===== src/rtl/conv_layer_sched.sv =====
// conv_layer_sched: walks every output position of every filter in one conv
// layer, issues window descriptors to a shared MAC engine under a credit limit,
// and turns in-order engine results into output-buffer write addresses.
// Optional feature macro: CONV_LAYER_SCHED_PERF_EN adds perf_cycles/perf_stalls.
module conv_layer_sched #(
   parameter int unsigned KERNEL_SIZE     = 3,
   parameter int unsigned IMGROW          = 7,
   parameter int unsigned IMGCOL          = 7,
   parameter int unsigned STRIDE          = 1,
   parameter int unsigned NUM_FILTERS     = 2,
   parameter int unsigned MAX_OUTSTANDING = 4,
   localparam int unsigned OUT_ROWS = (IMGROW - KERNEL_SIZE) / STRIDE + 1,
   localparam int unsigned OUT_COLS = (IMGCOL - KERNEL_SIZE) / STRIDE + 1,
   localparam int unsigned TOTAL    = NUM_FILTERS * OUT_ROWS * OUT_COLS,
   localparam int unsigned FW       = (NUM_FILTERS > 1) ? $clog2(NUM_FILTERS) : 1,
   localparam int unsigned RW       = (IMGROW > 1) ? $clog2(IMGROW) : 1,
   localparam int unsigned CW       = (IMGCOL > 1) ? $clog2(IMGCOL) : 1,
   localparam int unsigned AW       = (TOTAL > 1) ? $clog2(TOTAL) : 1
) (
   input  logic          clk,
   input  logic          rst,
   input  logic          start,
   output logic          busy,
   output logic          layer_done,
   output logic          win_valid,
   input  logic          win_ready,
   output logic [FW-1:0] win_filt,
   output logic [RW-1:0] win_row,
   output logic [CW-1:0] win_col,
   input  logic          res_valid,
   output logic          out_we,
   output logic [AW-1:0] out_addr,
   output logic          err
`ifdef CONV_LAYER_SCHED_PERF_EN
   ,
   output logic [31:0]   perf_cycles,
   output logic [31:0]   perf_stalls
`endif
);

   // Counter width must hold TOTAL itself (recv_cnt reaches TOTAL in DRAIN).
   localparam int unsigned NW     = $clog2(TOTAL + 1);
   localparam int unsigned LAST_F = NUM_FILTERS - 1;
   localparam int unsigned LAST_R = (OUT_ROWS - 1) * STRIDE;
   localparam int unsigned LAST_C = (OUT_COLS - 1) * STRIDE;

   typedef enum logic [1:0] {
      S_IDLE  = 2'd0,
      S_ISSUE = 2'd1,
      S_DRAIN = 2'd2,
      S_DONE  = 2'd3
   } state_t;

   state_t         state, state_nxt;
   logic [NW-1:0]  issue_cnt, recv_cnt, outstanding;
   logic [FW-1:0]  filt;
   logic [RW-1:0]  row;
   logic [CW-1:0]  col;
   logic           err_q;
   logic           credit_ok, last_win, hs, res_ok, start_ok;

   assign outstanding = issue_cnt - recv_cnt;
   assign credit_ok   = 32'(outstanding) < MAX_OUTSTANDING;
   assign last_win    = (filt == FW'(LAST_F)) && (row == RW'(LAST_R)) && (col == CW'(LAST_C));
   assign hs          = win_valid && win_ready;
   assign start_ok    = (state == S_IDLE) && start;
   // A result is only legal while a window is actually in flight in an active layer.
   assign res_ok      = res_valid && ((state == S_ISSUE) || (state == S_DRAIN))
                        && (recv_cnt < NW'(TOTAL)) && (outstanding != '0);

   assign win_filt = filt;
   assign win_row  = row;
   assign win_col  = col;
   assign out_we   = res_ok;
   assign out_addr = AW'(recv_cnt);
   assign err      = err_q;

   // State register.
   always_ff @(posedge clk) begin
      if (rst) state <= S_IDLE;
      else     state <= state_nxt;
   end

   // Next-state and state-decoded outputs.
   always_comb begin
      state_nxt  = state;
      busy       = 1'b0;
      layer_done = 1'b0;
      win_valid  = 1'b0;
      case (state)
         S_IDLE: begin
            if (start) state_nxt = S_ISSUE;
         end
         S_ISSUE: begin
            busy      = 1'b1;
            win_valid = credit_ok;
            if (credit_ok && win_ready && last_win) state_nxt = S_DRAIN;
         end
         S_DRAIN: begin
            busy = 1'b1;
            if (recv_cnt == NW'(TOTAL)) state_nxt = S_DONE;
         end
         S_DONE: begin
            busy       = 1'b1;
            layer_done = 1'b1;
            state_nxt  = S_IDLE;
         end
         default: state_nxt = S_IDLE;
      endcase
   end

   // Window position walk (col, then row, then filter) and issue/receive counts.
   always_ff @(posedge clk) begin
      if (rst || start_ok) begin
         issue_cnt <= '0;
         recv_cnt  <= '0;
         filt      <= '0;
         row       <= '0;
         col       <= '0;
      end else begin
         if (hs) begin
            issue_cnt <= issue_cnt + NW'(1);
            if (col == CW'(LAST_C)) begin
               col <= '0;
               if (row == RW'(LAST_R)) begin
                  row  <= '0;
                  filt <= (filt == FW'(LAST_F)) ? '0 : filt + FW'(1);
               end else begin
                  row <= row + RW'(STRIDE);
               end
            end else begin
               col <= col + CW'(STRIDE);
            end
         end
         if (res_ok) recv_cnt <= recv_cnt + NW'(1);
      end
   end

   // Sticky protocol error; a dropped result in the same cycle wins over clearing.
   always_ff @(posedge clk) begin
      if (rst)                        err_q <= 1'b0;
      else if (res_valid && !res_ok)  err_q <= 1'b1;
      else if (start_ok)              err_q <= 1'b0;
   end

`ifdef CONV_LAYER_SCHED_PERF_EN
   // Busy-cycle and stall counters; they hold once the layer returns to IDLE.
   always_ff @(posedge clk) begin
      if (rst || start_ok) begin
         perf_cycles <= '0;
         perf_stalls <= '0;
      end else begin
         if (busy) perf_cycles <= perf_cycles + 32'd1;
         if ((win_valid && !win_ready) || ((state == S_ISSUE) && !credit_ok))
            perf_stalls <= perf_stalls + 32'd1;
      end
   end
`endif

endmodule


===== config.mk =====
export PLATFORM = sky130hd
export DESIGN_NAME = conv_layer_sched
export DESIGN_NICKNAME = d
export VERILOG_FILES = /design/src/rtl/conv_layer_sched.sv
export SDC_FILE = /design/constraint.sdc
export NUM_CORES = 1
export LEC_CHECK = 0
export CORE_MARGIN = 2
export CORE_UTILIZATION = 45
export CTS_BUF_LIST = sky130_fd_sc_hd__clkbuf_8
export DETAILED_ROUTE_END_ITERATION = 10
export GPL_TIMING_DRIVEN = 0
export PLACE_DENSITY = 0.69
export SETUP_SLACK_MARGIN = 0.3
export SYNTH_ARGS = -nofsm -noshare
export SYNTH_HDL_FRONTEND = slang
export SYNTH_SLANG_ARGS = --single-unit

===== constraint.sdc =====
create_clock -name clk -period 4.4 [get_ports clk]
set_input_delay 0.44 -clock clk [delete_from_list [all_inputs] [get_ports clk]]
set_output_delay 0.44 -clock clk [all_outputs]
set_load 0.005 [all_outputs]

Word-level counts from Yosys, hierarchy flattened
Cells that the tools add are included.
- logic and storage cells: 56
- output and inout port bits: 18
- input bits: 5
- flip-flop bits (word level): 22
- add/subtract/negate cells: 6
- reduce and logical (&&, ||, !) cells: 20
- equal/unequal tests: 9
- multiplexer cells: 12
- order comparisons: 2
- operators by type and width (kind ; count):
    $add A6 B1 Y6 const B ; 2
    $logic_and A1 B1 Y1 ; 10
    $pmux W2 S4 ; 1
    $add A3 B1 Y3 const B ; 2
    $eq A3 B3 Y1 const B ; 2
    $eq A6 B6 Y1 const B ; 1
    $lt A6 B3 Y1 const B ; 1
    $lt A6 B6 Y1 const B ; 1
    $mux W1 ; 6
    $mux W2 ; 3
    $mux W3 ; 2
    $reduce_and A3 Y1 ; 2
    $reduce_bool A6 Y1 ; 1
    $sub A6 B6 Y6 ; 1
    $eq A2 B2 Y1 const B ; 2
    $ne A2 B1 Y1 const B ; 2
    $reduce_or A3 Y1 ; 1
    $eq A2 B1 Y1 const B ; 1
    $logic_not A2 Y1 ; 1
    $logic_or A1 B1 Y1 ; 2
    $ne A2 B2 Y1 const B ; 1
    $reduce_and A2 Y1 ; 1
    $reduce_bool A2 Y1 ; 1
    $add A1 B1 Y1 const B ; 1
    $logic_not A1 Y1 ; 1

Depth between registers and ports, before layout
Gate-level depths: netlist of run 1.
- depth in word-level cells: 8
- depth in mapped cells: 10
- gate-level depth less buffers: 10

Least setup slack after synthesis of run 1
Ideal clock, no wire load.
- path kind: register to output
- from: register issue_cnt[0]
- to: output out_we
- arrival: 2.169 ns
- cell stages (with the launch flop): 9
- slack: 1.791 ns
- cell sequence: dfxtp_1 inv_1 ha_1 fa_1 nand2b_1 o21a_1 a221o_2 o41ai_4 inv_2
- word-level cells in the longest chain between the ends: 3
- RTL lines (element ; line ; text):
    from (decl) ; 55 ; logic [NW-1:0] issue_cnt, recv_cnt, outstanding;
    from (signal assigned) ; 122 ; issue_cnt <= issue_cnt + NW'(1);
    $sub A6 B6 Y6 ; 62 ; assign outstanding = issue_cnt - recv_cnt;
    $reduce_bool A6 Y1 ; 69 ; && (recv_cnt < NW'(TOTAL)) && (outstanding != '0);
    $logic_and A1 B1 Y1 ; 69 ;
    to (decl) ; 31 ; output logic out_we,
No other way between the ends.

Worst setup path after layout of run 1
Ends and elaborated chain as after synthesis.

==> results of run 1 <==
-- cells by family (layout without fill, tap and decap cells) --
logic type / Yosys count / in the layout / synth area share
xor+xnor: 5 / 5 / 0.02937
simple gates: 61 / 61 / 0.2122
mux: 9 / 9 / 0.06041
flops: 22 / 22 / 0.2953
buf+inv: 21 / 47 / 0.06207
fa+ha+maj: 18 / 18 / 0.1560
compound gates: 33 / 33 / 0.1846
-- registers in the layout, indices dropped and copies added (netlist names) --
| register | cells |
|---|---|
| err | 1 |
| issue_cnt | 6 |
| out_addr | 6 |
| state | 2 |
| win_col | 3 |
| win_filt | 1 |
| win_row | 3 |
-- worst max path at each step --
stage / to / slack (ns) / depth (start not counted)
2_1_floorplan: out_we / 1.79 / 8
3_3_place_gp: out_we / 1.15 / 9
3_5_place_dp: out_we / 1.13 / 9
4_1_cts: out_we / 0.81 / 9
5_1_grt: out_we / 0.64 / 9
6_report: out_we / 0.84 / 9
-- layer usage --
| metal | wire, µm | vias to the layer above | global-route usage |
|---|---|---|---|
| met3 | 113 | 2 | 0.03992 |
| met5 | 0 | - | 0 |
| met2 | 1523 | 30 | 0.3323 |
| met4 | 15 | 0 | 0.03647 |
| li1 | - | 651 | - |
| met1 | 1476 | 578 | 0.2244 |
-- power by group --
group / internal [mW] / total (mW) / switching (mW)
logic: 0.0940 / 0.204 / 0.110
clock network: 0.0798 / 0.146 / 0.0665
registers: 0.212 / 0.225 / 0.0131
-- area by class of cell --
cell class,count,area share
Timing Repair Buffer,22,0.1209
Sequential cell,22,0.2418
Inverter,18,0.03709
Multi-Input combinational cell,126,0.5261
Tap cell,44,0.03022
Clock buffer,4,0.03022
Buffer,3,0.01374
-- Yosys cell counts, types with 2 or more instances --
master and n:
dfxtp_1 22, nand2_1 18, ha_1 17, inv_1 17, nor2_1 14, a21oi_1 11, mux2i_1 9, nand3_1 5
nand2b_1 4, nand4_1 4, or3_1 3, xnor2_1 3, a31o_2 2, a32o_1 2, and2_1 2, and3_1 2
nor2b_1 2, nor3_1 2, o2111ai_1 2, o21ai_1 2, o41ai_1 2, xor2_1 2
-- through the flow --
stage / setup slack [ns] / hold slack (ns) / power (mW)
after global placement: 1.150 / 0.4590 / 0.4262
after CTS: 0.8150 / 0.5005 / 0.5807
after detailed placement: 1.127 / 0.4810 / 0.4366
after floorplan: 1.791 / 0.4575 / 0.3659
after global routing: 0.6387 / 0.5208 / 0.6125
final: 0.8389 / 0.4957 / 0.5756
-- critical path, cell delays in order, from the launching register on --
cell and delay, ns:
dfxtp_1 0.39, inv_1 0.07, ha_1 0.21, fa_1 0.39, nand2b_1 0.18, o21a_1 0.11, a221o_2 0.37, o41ai_4 0.60
inv_2 0.08, clkdlybuf4s50_1 0.46
==> results.sh, run 1 <==
export IMPL_antenna_found_initial=0
export IMPL_drv_cap=0
export IMPL_r2r_setup_slack_ns=1.62
export IMPL_rr_worst_depth=10
export IMPL_cts_tree="done"
export IMPL_grt_max_degree=13
export IMPL_end_kind="output pin"
export IMPL_yosysUniqueCellTypes=44
export IMPL_holdPathStages=1
export IMPL_place_area_um2=1767
export IMPL_cts_hold_buf=0
export IMPL_vias=1261
export IMPL_rows=20
export IMPL_cellLeakagePower_nw=0.7456
export IMPL_ir_drop_mv=0.1757
export IMPL_synth_avg_cell_area_um2=8.825
export IMPL_num_nets_final=219
export IMPL_die_h_um=61.57
export IMPL_overflow=0
export IMPL_grt_pass1_vias=1200
export IMPL_regArea_um2=440.4
export IMPL_critPathKind="reg -> out"
export IMPL_r2r_start="issue_cnt[0]"
export IMPL_layout_common_cells="dfxtp_1, clkdlybuf4s50_1, nand2_1, inv_1, ha_1"
export IMPL_area_growth_pct=22.15
export IMPL_clockBufferDepth=2
export IMPL_cts_root_buf="clkbuf_8"
export IMPL_clk_latency_ns=0.26
export IMPL_cts_resized=0
export IMPL_ys_ff_latch=22
export IMPL_critical_path_required_ns=3.96
export IMPL_die_w_um=61.57
export IMPL_synth_edf_count=0
export IMPL_hold_start="err"
export IMPL_synthFlopType="dfxtp_1"
export IMPL_setup_violations=0
export IMPL_start_util=0.4806
export IMPL_port_buffers=22
export IMPL_dp_cells=235
export IMPL_synth_top_area_share=0.2953
export IMPL_grt_pass1_wl_um=5181
export IMPL_drt_initial_drc_count=57
export IMPL_syn_inst=169
export IMPL_maxSlewViolCount=0
export IMPL_die_area_um2=3791
export IMPL_synth_nets=192
export IMPL_rsz0062_at_grt="no"
export IMPL_tightest_slew_ns=0.5597
export IMPL_worstPathMaxFanout=9
export IMPL_clock_skew_ns=0.0007285
export IMPL_hpwl_um=2456
export IMPL_finalCritPeriodShare=0.8093
export IMPL_fmax_ghz=0.2808
export IMPL_slew_headroom=0.6256
export IMPL_arrival_ns=3.12
export IMPL_multi_input_area_um2=958.4
export IMPL_io_pins=23
export IMPL_diodes=0
export IMPL_finalInstanceArea_um2=1822
export IMPL_ys_warn_count=0
export IMPL_clk_pin_slew_ns=0.08
export IMPL_ys_seq_area_frac=0.2953
export IMPL_cts_buffers=3
export IMPL_hold_path_class="reg -> reg"
export IMPL_nFillCells=298
export IMPL_routabilityCongestion=0.8367
export IMPL_r2r_end="win_col[1]"
export IMPL_utilization=0.5871
export IMPL_wirelength_um=3129
export IMPL_ant_nets=0
export IMPL_drc=0
export IMPL_wl_per_cell_um=13.09
export IMPL_dr_pass1_iters=4
export IMPL_outcome="completed"
export IMPL_clock_sinks=22
export IMPL_period_needed_ns=3.561
export IMPL_drive_above_1_share=0.07179
export IMPL_post_cts_setup_buffers=0
export IMPL_instances_no_fill=239
export IMPL_worstSetupStartpoint="issue_cnt[0]"
export IMPL_fin_setup_tns_ns=0
export IMPL_startpoint_type="register"
export IMPL_synth_async_reset_ratio=0
export IMPL_via_per_inst=5.276
export IMPL_synthTopCellsByArea="dfxtp_1, ha_1, mux2i_1"
export IMPL_netlist_area_um2=1491
export IMPL_cts_htree_levels=1
export IMPL_hold_viol=0
export IMPL_whs_endpoint="err"
export IMPL_core_area_um2=3103
export IMPL_synth_top_area_cell="dfxtp_1"
export IMPL_cellPowerDensity_nw_per_um2=316.0
export IMPL_track_usage=0.1841
(Power assumes the default switching activity.)
==> run 2: changes to the inputs <==
--- a/config.mk
+++ b/config.mk
@@ -10,7 +10,7 @@
 export CTS_BUF_LIST = sky130_fd_sc_hd__clkbuf_8
 export DETAILED_ROUTE_END_ITERATION = 10
 export GPL_TIMING_DRIVEN = 0
-export PLACE_DENSITY = 0.69
+export PLACE_DENSITY = 0.71
 export SETUP_SLACK_MARGIN = 0.3
 export SYNTH_ARGS = -nofsm -noshare
 export SYNTH_HDL_FRONTEND = slang
==> constraint.sdc (replaced) <==
create_clock -name clk -period 3.05 [get_ports clk]
set_input_delay 0.305 -clock clk [delete_from_list [all_inputs] [get_ports clk]]
set_output_delay 0.305 -clock clk [all_outputs]
set_load 0.005 [all_outputs]
==> run 2 against run 1 <==
Critical path depth increased by 1. Largest cell class unchanged. Total power increased by 60%. Worst hold slack improved by 0.010 ns. Worst setup slack got worse by 0.63 ns. Combinational power increased by 55%. Cell area increased by 11%. Largest power group unchanged. Sequential power increased by 44%. First-iteration DRC count increased by 53%. Non-clock buffer count increased by 12.
==> results.sh, run 2 (same netlist as run 1, synthesis figures left out) <==
export IMPL_outcome="completed"
export IMPL_startpoint_type="register"
export IMPL_die_w_um=61.57
export IMPL_num_nets_final=231
export IMPL_worstPathMaxFanout=4
export IMPL_ir_drop_mv=0.2216
export IMPL_cts_buffers=3
export IMPL_layout_common_cells="clkdlybuf4s50_1, nand2_1, inv_1, dfxtp_1"
export IMPL_arrival_ns=2.53
export IMPL_final_common_cell="clkdlybuf4s50_1"
export IMPL_rows=20
export IMPL_drc=0
export IMPL_dp_cells=235
export IMPL_instances_no_fill=251
export IMPL_setup_violations=0
export IMPL_via_per_inst=5.602
export IMPL_period_needed_ns=2.838
export IMPL_track_usage=0.2016
export IMPL_wirelength_um=3678
export IMPL_end_kind="output pin"
export IMPL_grtUsageMet2=0.3459
export IMPL_hold_start="win_row[1]"
export IMPL_grt_max_degree=14
export IMPL_grt_pass1_vias=1290
export IMPL_core_area_um2=3103
export IMPL_cts_root_buf="clkbuf_8"
export IMPL_dr_pass1_iters=4
export IMPL_whs_ns=0.5058
export IMPL_rsz0062_at_grt="yes"
export IMPL_diodes=0
export IMPL_cts_htree_levels=1
export IMPL_start_util=0.4806
export IMPL_port_buffers=22
export IMPL_ant_nets=0
export IMPL_grt_busiest_layer="met2"
export IMPL_cellPowerDensity_nw_per_um2=457.4
export IMPL_maxSlewViolCount=0
export IMPL_critical_path_required_ns=2.74
export IMPL_area_growth_pct=35.40
export IMPL_clk_latency_ns=0.27
export IMPL_wl_per_cell_um=14.65
export IMPL_cts_tree="done"
export IMPL_cts_hold_buf=0
export IMPL_clock_sinks=22
export IMPL_hold_viol=0
export IMPL_slew_headroom=0.6857
export IMPL_overflow=0
export IMPL_die_h_um=61.57
export IMPL_multi_input_area_um2=1047
export IMPL_hold_path_class="reg -> reg"
export IMPL_fin_setup_tns_ns=0
export IMPL_io_pins=23
export IMPL_drive_above_1_share=0.2174
export IMPL_grtUsageMet1=0.2570
export IMPL_clk_pin_slew_ns=0.09
export IMPL_drt_initial_drc_count=87
export IMPL_cellLeakagePower_nw=0.8325
export IMPL_finalCritPeriodShare=0.9305
export IMPL_hpwl_um=2445
export IMPL_vias=1406
export IMPL_met3_usage=0.03151
export IMPL_routabilityCongestion=0.7823
export IMPL_regArea_um2=452.9
export IMPL_antenna_found_initial=0
export IMPL_critPathKind="reg -> out"
export IMPL_clockBufferDepth=2
export IMPL_die_area_um2=3791
export IMPL_nFillCells=285
export IMPL_grt_pass1_wl_um=5685
export IMPL_worstSetupStartpoint="issue_cnt[0]"
export IMPL_r2r_start="issue_cnt[0]"
export IMPL_tightest_slew_ns=0.4715
export IMPL_clock_skew_ns=0.006390
export IMPL_fmax_ghz=0.3524
export IMPL_drv_cap=0
run 2: cell count changes in the layout (fill, tap and decap cells not counted), moves of 3 or more:
cell     delta
ha_1        -3
buf_4      +12
dfxtp_2     +4
dfxtp_1     -6
run 2: worst max-delay path, cell delays in order (launching register included):
cell and delay, ns:
dfxtp_2 0.34, inv_1 0.05, ha_2 0.18, fa_2 0.35
nand2b_4 0.17, o21a_1 0.10, a221o_2 0.34, buf_4 0.15
o41ai_4 0.39, inv_2 0.07, clkbuf_2 0.12
run 2: what timing repair did:
action                                  4_1_cts  5_1_grt
gates cloned                                  0        0
pin swaps                                     4        2
resized for setup                            20        7
endpoints found under the setup margin       12       11
setup buffers                                 8        4
run 2: power by group:
part / switching, mW / internal, mW / total [mW]
logic: 0.170 / 0.146 / 0.316
registers: 0.0184 / 0.305 / 0.323
clock network: 0.109 / 0.176 / 0.285
total: 0.297 / 0.626 / 0.924
run 2: path summary, 6_finish.rpt:
check / to / slack (ns) / cells after the start
worst max-delay path: out_we / 0.21 / 10
worst min-delay path: win_row[1] / 0.51 / 2
worst max register to register: out_addr[3] / 0.38 / 12
worst min register to register: win_row[1] / 0.51 / 2
run 2: layer usage:
layer  vias up  wire length, µm  part of all wire
met5         -                0                 0
met4         0              139             0.038
met3        13              150             0.041
met2        52             1753              0.48
met1       668             1634              0.44
li1        673                -                 -
run 2: layout make-up:
class,instances,area share
plain buffers,3,0.01239
clock buffers,3,0.02045
clock inverters,1,0.01487
inverters,18,0.03346
multi-input cells,126,0.5186
flip-flops and latches,22,0.2243
well taps,44,0.02726
repair buffers,34,0.1487
run 2: per-stage QoR:
step           cell area [µm²]  power, mW  worst slack (ns)    util
2_1_floorplan             1491     0.5278            0.5428       -
3_3_place_gp              1767     0.6138          -0.05923  0.5694
3_5_place_dp              1767     0.6257           -0.1051  0.5694
4_1_cts                   1978     0.9117            0.1807  0.6375
5_1_grt                   2019     0.9760            0.1190  0.6508
6_report                  2019     0.9237            0.2121  0.6508
